File: src/rtl/symbol_weight_acc_pkg.sv
// Shared constants and state encoding for the symbol-weight accumulator.
package symbol_weight_acc_pkg;

    localparam int DEF_ADDR_WIDTH = 4;
    localparam int DEF_DATA_WIDTH = 6;
    localparam int DEF_ACC_WIDTH  = 16;
    localparam int DEF_CNT_WIDTH  = 8;
    localparam int NUM_SYM        = 2 ** DEF_ADDR_WIDTH;

    typedef enum logic [1:0] {
        ST_IDLE = 2'd0,
        ST_LOAD = 2'd1,
        ST_RUN  = 2'd2,
        ST_OUT  = 2'd3
    } state_e;

endpackage

File: src/rtl/symbol_weight_acc_sat_add.sv
// Unsigned adder that clamps to all-ones on carry-out and flags the clamp.
module symbol_weight_acc_sat_add #(
    parameter int W = 8
) (
    input  logic [W-1:0] a,
    input  logic [W-1:0] b,
    output logic [W-1:0] sum,
    output logic         sat
);

    logic [W:0] full;

    assign full = {1'b0, a} + {1'b0, b};
    assign sat  = full[W];
    assign sum  = full[W] ? '1 : full[W-1:0];

endmodule

File: src/rtl/symbol_weight_acc.sv
// Captures the LUT weights for a frame, then sums the weight of each streamed symbol.
//   state | meaning
//   IDLE  | wait for start; outputs of the last frame held
//   LOAD  | lut_addr stable, register all ROM weights
//   RUN   | accept symbols, accumulate weight and count
//   OUT   | present result until acc_ready
module symbol_weight_acc
    import symbol_weight_acc_pkg::*;
#(
    parameter int ADDR_WIDTH = DEF_ADDR_WIDTH,
    parameter int DATA_WIDTH = DEF_DATA_WIDTH,
    parameter int ACC_WIDTH  = DEF_ACC_WIDTH,
    parameter int CNT_WIDTH  = DEF_CNT_WIDTH
) (
    input  logic                  clk,
    input  logic                  rst_n,
    input  logic                  start,
    input  logic [ADDR_WIDTH-1:0] n_in,
    output logic [ADDR_WIDTH-1:0] lut_addr,
    input  logic [DATA_WIDTH-1:0] q_0,
    input  logic [DATA_WIDTH-1:0] q_1,
    input  logic [DATA_WIDTH-1:0] q_2,
    input  logic [DATA_WIDTH-1:0] q_3,
    input  logic [DATA_WIDTH-1:0] q_4,
    input  logic [DATA_WIDTH-1:0] q_5,
    input  logic [DATA_WIDTH-1:0] q_6,
    input  logic [DATA_WIDTH-1:0] q_7,
    input  logic [DATA_WIDTH-1:0] q_8,
    input  logic [DATA_WIDTH-1:0] q_9,
    input  logic [DATA_WIDTH-1:0] q_10,
    input  logic [DATA_WIDTH-1:0] q_11,
    input  logic [DATA_WIDTH-1:0] q_12,
    input  logic [DATA_WIDTH-1:0] q_13,
    input  logic [DATA_WIDTH-1:0] q_14,
    input  logic [DATA_WIDTH-1:0] q_15,
    input  logic                  sym_valid,
    output logic                  sym_ready,
    input  logic [ADDR_WIDTH-1:0] sym,
    input  logic                  sym_last,
    output logic                  acc_valid,
    input  logic                  acc_ready,
    output logic [ACC_WIDTH-1:0]  acc_data,
    output logic [CNT_WIDTH-1:0]  sym_count,
    output logic                  overflow,
    output logic                  busy
);

    state_e                state_q, state_d;
    logic [ADDR_WIDTH-1:0] addr_q, addr_d;
    logic [ACC_WIDTH-1:0]  acc_q, acc_d;
    logic [CNT_WIDTH-1:0]  cnt_q, cnt_d;
    logic                  ovf_q, ovf_d;
    logic [ACC_WIDTH-1:0]  res_acc_q, res_acc_d;
    logic [CNT_WIDTH-1:0]  res_cnt_q, res_cnt_d;
    logic [DATA_WIDTH-1:0] w_q [NUM_SYM];
    logic [DATA_WIDTH-1:0] w_d [NUM_SYM];
    logic [DATA_WIDTH-1:0] q_vec [NUM_SYM];

    logic [ACC_WIDTH-1:0]  w_ext;
    logic [ACC_WIDTH-1:0]  acc_sum;
    logic                  acc_sat;
    logic [CNT_WIDTH-1:0]  cnt_sum;
    logic                  cnt_sat_unused;

    assign q_vec = '{q_0, q_1, q_2, q_3, q_4, q_5, q_6, q_7,
                     q_8, q_9, q_10, q_11, q_12, q_13, q_14, q_15};

    assign w_ext = {{(ACC_WIDTH-DATA_WIDTH){1'b0}}, w_q[sym]};

    symbol_weight_acc_sat_add #(.W(ACC_WIDTH)) u_acc_add (
        .a   (acc_q),
        .b   (w_ext),
        .sum (acc_sum),
        .sat (acc_sat)
    );

    // The counter clamps silently; its saturation flag has no consumer.
    symbol_weight_acc_sat_add #(.W(CNT_WIDTH)) u_cnt_add (
        .a   (cnt_q),
        .b   (CNT_WIDTH'(1)),
        .sum (cnt_sum),
        .sat (cnt_sat_unused)
    );

    always_comb begin
        state_d   = state_q;
        addr_d    = addr_q;
        acc_d     = acc_q;
        cnt_d     = cnt_q;
        ovf_d     = ovf_q;
        res_acc_d = res_acc_q;
        res_cnt_d = res_cnt_q;
        w_d       = w_q;
        case (state_q)
            ST_IDLE: begin
                if (start) begin
                    addr_d  = n_in;
                    acc_d   = '0;
                    cnt_d   = '0;
                    ovf_d   = 1'b0;
                    state_d = ST_LOAD;
                end
            end
            ST_LOAD: begin
                w_d     = q_vec;
                state_d = ST_RUN;
            end
            ST_RUN: begin
                if (sym_valid) begin
                    acc_d = acc_sum;
                    cnt_d = cnt_sum;
                    if (acc_sat) begin
                        ovf_d = 1'b1;
                    end
                    if (sym_last) begin
                        res_acc_d = acc_sum;
                        res_cnt_d = cnt_sum;
                        state_d   = ST_OUT;
                    end
                end
            end
            ST_OUT: begin
                if (acc_ready) begin
                    state_d = ST_IDLE;
                end
            end
            default: state_d = ST_IDLE;
        endcase
    end

    always_ff @(posedge clk or negedge rst_n) begin
        if (!rst_n) begin
            state_q   <= ST_IDLE;
            addr_q    <= '0;
            acc_q     <= '0;
            cnt_q     <= '0;
            ovf_q     <= 1'b0;
            res_acc_q <= '0;
            res_cnt_q <= '0;
            for (int k = 0; k < NUM_SYM; k++) begin
                w_q[k] <= '0;
            end
        end else begin
            state_q   <= state_d;
            addr_q    <= addr_d;
            acc_q     <= acc_d;
            cnt_q     <= cnt_d;
            ovf_q     <= ovf_d;
            res_acc_q <= res_acc_d;
            res_cnt_q <= res_cnt_d;
            w_q       <= w_d;
        end
    end

    assign lut_addr  = addr_q;
    assign sym_ready = (state_q == ST_RUN);
    assign acc_valid = (state_q == ST_OUT);
    assign busy      = (state_q != ST_IDLE);
    assign acc_data  = res_acc_q;
    assign sym_count = res_cnt_q;
    assign overflow  = ovf_q;

endmodule

File: config.mk
export PLATFORM = sky130hd
export DESIGN_NAME = symbol_weight_acc
export DESIGN_NICKNAME = d
export VERILOG_FILES = /design/src/rtl/symbol_weight_acc_pkg.sv /design/src/rtl/symbol_weight_acc_sat_add.sv /design/src/rtl/symbol_weight_acc.sv
export SDC_FILE = /design/constraint.sdc
export NUM_CORES = 1
export LEC_CHECK = 0
export BUFFER_PORTS_ARGS = -buffer_cell sky130_fd_sc_hd__buf_2
export CAP_MARGIN = 5
export CORE_ASPECT_RATIO = 0.75
export CORE_MARGIN = 4
export CORE_UTILIZATION = 50
export CTS_CLUSTER_SIZE = 40
export DETAILED_ROUTE_END_ITERATION = 8
export GPL_TIMING_DRIVEN = 0
export PLACE_DENSITY = 0.83
export SLEW_MARGIN = 20
export SYNTH_ARGS = -nofsm -noshare
export SYNTH_HDL_FRONTEND = slang
export SYNTH_SLANG_ARGS = --single-unit
File: constraint.sdc
create_clock -name clk -period 4.3 [get_ports clk]
set_input_delay 0.43 -clock clk [delete_from_list [all_inputs] [get_ports clk]]
set_output_delay 0.43 -clock clk [all_outputs]
set_load 0.02 [all_outputs]
==> flow_summary.ini <==
[critical_path]
reg2reg_to = acc_q[11]
end_kind = flip-flop
required_ns = 4.62
worstPathArrival_ns = 4.41
reg2reg_depth = 11
crit_path_max_fanout = 10
startpoint_type = input pin
r2r-start = w_q[0]
crit_type = input pin to flip-flop
rrSetupSlack_ns = 0.68

[timing]
finalHoldViolCount = 0
timing.hold.ws_ns = 0.229
slew_violations = 0
skew_ns = 0.0134
max_slew_margin_pct = 42.5
fin_crit_ns = 4.10
rsz0062_at_grt = false
tightest_slew_ns = 0.856
setup_viol = 0
fin_crit_sh_pct = 95.3
setup_slack_ns = 0.203
fmax_mhz = 244
fin_tns_setup_ns = 0

[yosys]
synthFlopType = dfrtp_1
synth_edf_count = 0
synthTopCellsByCount = 151 x dfrtp_1, 101 x mux2_2, 36 x o21ai_0
seq_area_frac_synth_pct = 52.5
synth.most_common_cell = dfrtp_1
synth.mux.area_fraction_pct = 25.8
syn_inst = 557
synthArstFlopShare_pct = 100
ys_ff_latch = 151
synth_warnings = 0
synth_top_family_by_area = multiplexers
yosys.area_share.adder_pct = 2.37
synth_compound_area_share_pct = 8.66
synth_xor_area_share_pct = 1.58
synth-simple-area-share_pct = 6.71
syn-num-nets = 680
yosysTopAreaCellShare_pct = 52.5
synth_area_mm2 = 0.00719
yosysUniqueCellTypes = 48
syn_avg_cell_area_um2 = 12.9
synth_top_area_cell = dfrtp_1
synthTopCellsByArea = dfrtp_1 53%, mux2_2 16%, mux4_2 9.4%, o21ai_0 2.5%, ha_1 2.1%

[clock_network]
cts_tree = done
clk_pin_slew_ns = 0.07
h-tree-depth = 4
cts_max_path_buffers = 2
cts_buffers = 17
cts_setup_buffers = 0
clk_latency_ns = 0.43
cts_sinks = 151
cts_root_buffer = clkbuf_16

[drt]
drtPass1Iterations = 6
wirelength_um = 17800
first_iter_violations = 354
viasPerCell = 5.81
ant_nets = 0
num_vias = 5256
drc = 0
avgRoutedWirePerCell_um = 19.7

[grt]
grt.overflow.total = 0
antenna_found_initial = 2
grt_max_degree = 100
grt_pass1_vias = 5603
grt_usage_pct = 22.8
grt_pass1_wl_um = 29000

[power_and_ir_drop]
p_leak_nw = 3.93
power_mw = 6.37
cellPowerDensity_mw_per_mm2 = 727
peakVddDrop_uv = 462

[floorplanning]
die_w_um = 147
io_pins = 142
rows = 37
die_y_um = 112
initial_core_util_pct = 51.8
core_mm2 = 0.0139
dieArea_mm2 = 0.0164

[min_path]
hold_class = input pin to flip-flop
min_from = q_8[3]
hold-path-cell-count = 2
hold_end = w_q[45]

[place]
placed_cell_area_mm2 = 0.00814
gp_congestion = 0.895
placedCellCount = 871
pre_cts_ws_ns = -0.216
dp_hpwl_um = 13200
place.port_buffers = 138

[layout]
n_fill_cell = 1064
area_growth_pct = 21.8
final_cells = 905
drive_gt1_share_pct = 42.7
nets = 839
design_area_mm2 = 0.00876
utilization_pct = 63.1

[flow_run]
max-cap-violations = 0

[outcome]
outcome = complete, no violations
-- cell families (layout without fill, tap and decap cells) --
| kind of cell | after synthesis | after routing |
|---|---|---|
| mux | 135 | 135 |
| buf+inv | 44 | 216 |
| fa+ha+maj | 13 | 13 |
| flops | 151 | 151 |
| xor+xnor | 13 | 13 |
| other cells | 0 | 1 |
| compound gates | 100 | 100 |
| simple gates | 101 | 101 |
-- cell type report --
type                            instances  area (µm²)  area share, %
Antenna cell                            1        2.50         0.0286
Buffer                                 35         141           1.61
Clock buffer                           18         429           4.90
Clock inverter                         14         175           2.00
Inverter                                9        33.8          0.386
Multi-Input combinational cell        362        3240           37.0
Sequential cell                       151        3780           43.1
Tap cell                              175         219           2.50
Timing Repair Buffer                  140         738           8.43
-- registers in the layout, summed over array words and instances (netlist names) --
signal,count
acc_q,16
overflow,1
acc_data,16
w_q,96
state_q,2
cnt_q,8
lut_addr,4
sym_count,8
-- cell usage in the layout (no fill, tap or decap), drive strengths merged, types with 4 or more instances in the layout --
cell    Yosys  layout
a31oi      10      10
and2        4       4
and3        4       4
nand2b      4       4
clkbuf     25      44
xor2        6       6
buf        10     148
inv         9      12
nand2      33      33
xnor2       7       7
a21oi      17      17
ha         12      12
o21ai      38      38
nor2       29      29
a21o        8       8
dfrtp     151     151
nand3       9       9
a22o        9       9
mux4       30      30
nor3        5       5
clkinv      0       5
mux2      101     101
o31ai       4       4
mux2i       4       4
-- critical path, stage by stage --
cell	delay, ns
buf_1	0.24
clkbuf_1	0.67
mux4_2	0.44
mux4_2	0.50
ha_1	0.24
fa_1	0.44
a21oi_1	0.21
o211a_1	0.16
clkbuf_1	0.35
or3_1	0.17
buf_2	0.18
o21ai_0	0.11
a22o_1	0.25
-- power by group --
part | internal [mW] | switching (mW) | total (mW)
clock | 0.917 | 0.606 | 1.52
sequential | 2.04 | 0.331 | 2.37
combinational | 1.23 | 1.24 | 2.48
total | 4.19 | 2.18 | 6.37
-- per-layer routing --
metal	track usage, %	vias to the layer above	share of wire, %
li1	-	2367	-
met1	29.2	2652	42
met2	36.6	198	48
met3	8.30	37	8.1
met4	7.52	2	2.0
met5	0	-	0.039
-- repair_timing --
item / in CTS / in global routing
hold endpoints to repair: 52 / 0
endpoints found under the setup margin: 0 / 1
hold buffers: 1 / 0
resized for setup: 0 / 1
-- worst max-delay path by stage --
| stage | slack (ns) | to | startpoint | cells after the start |
|---|---|---|---|---|
| floorplan | 0.34 | acc_q[6] | sym[0] | 13 |
| global placement | -0.17 | acc_q[6] | sym[0] | 13 |
| detailed placement | -0.22 | acc_q[11] | sym[0] | 13 |
| CTS | 0.20 | acc_q[11] | sym[0] | 13 |
| global route | 0.001 | acc_q[10] | sym[0] | 13 |
| finish | 0.20 | acc_q[11] | sym[1] | 13 |
Note: power is estimated with default switching activity, not from simulation.
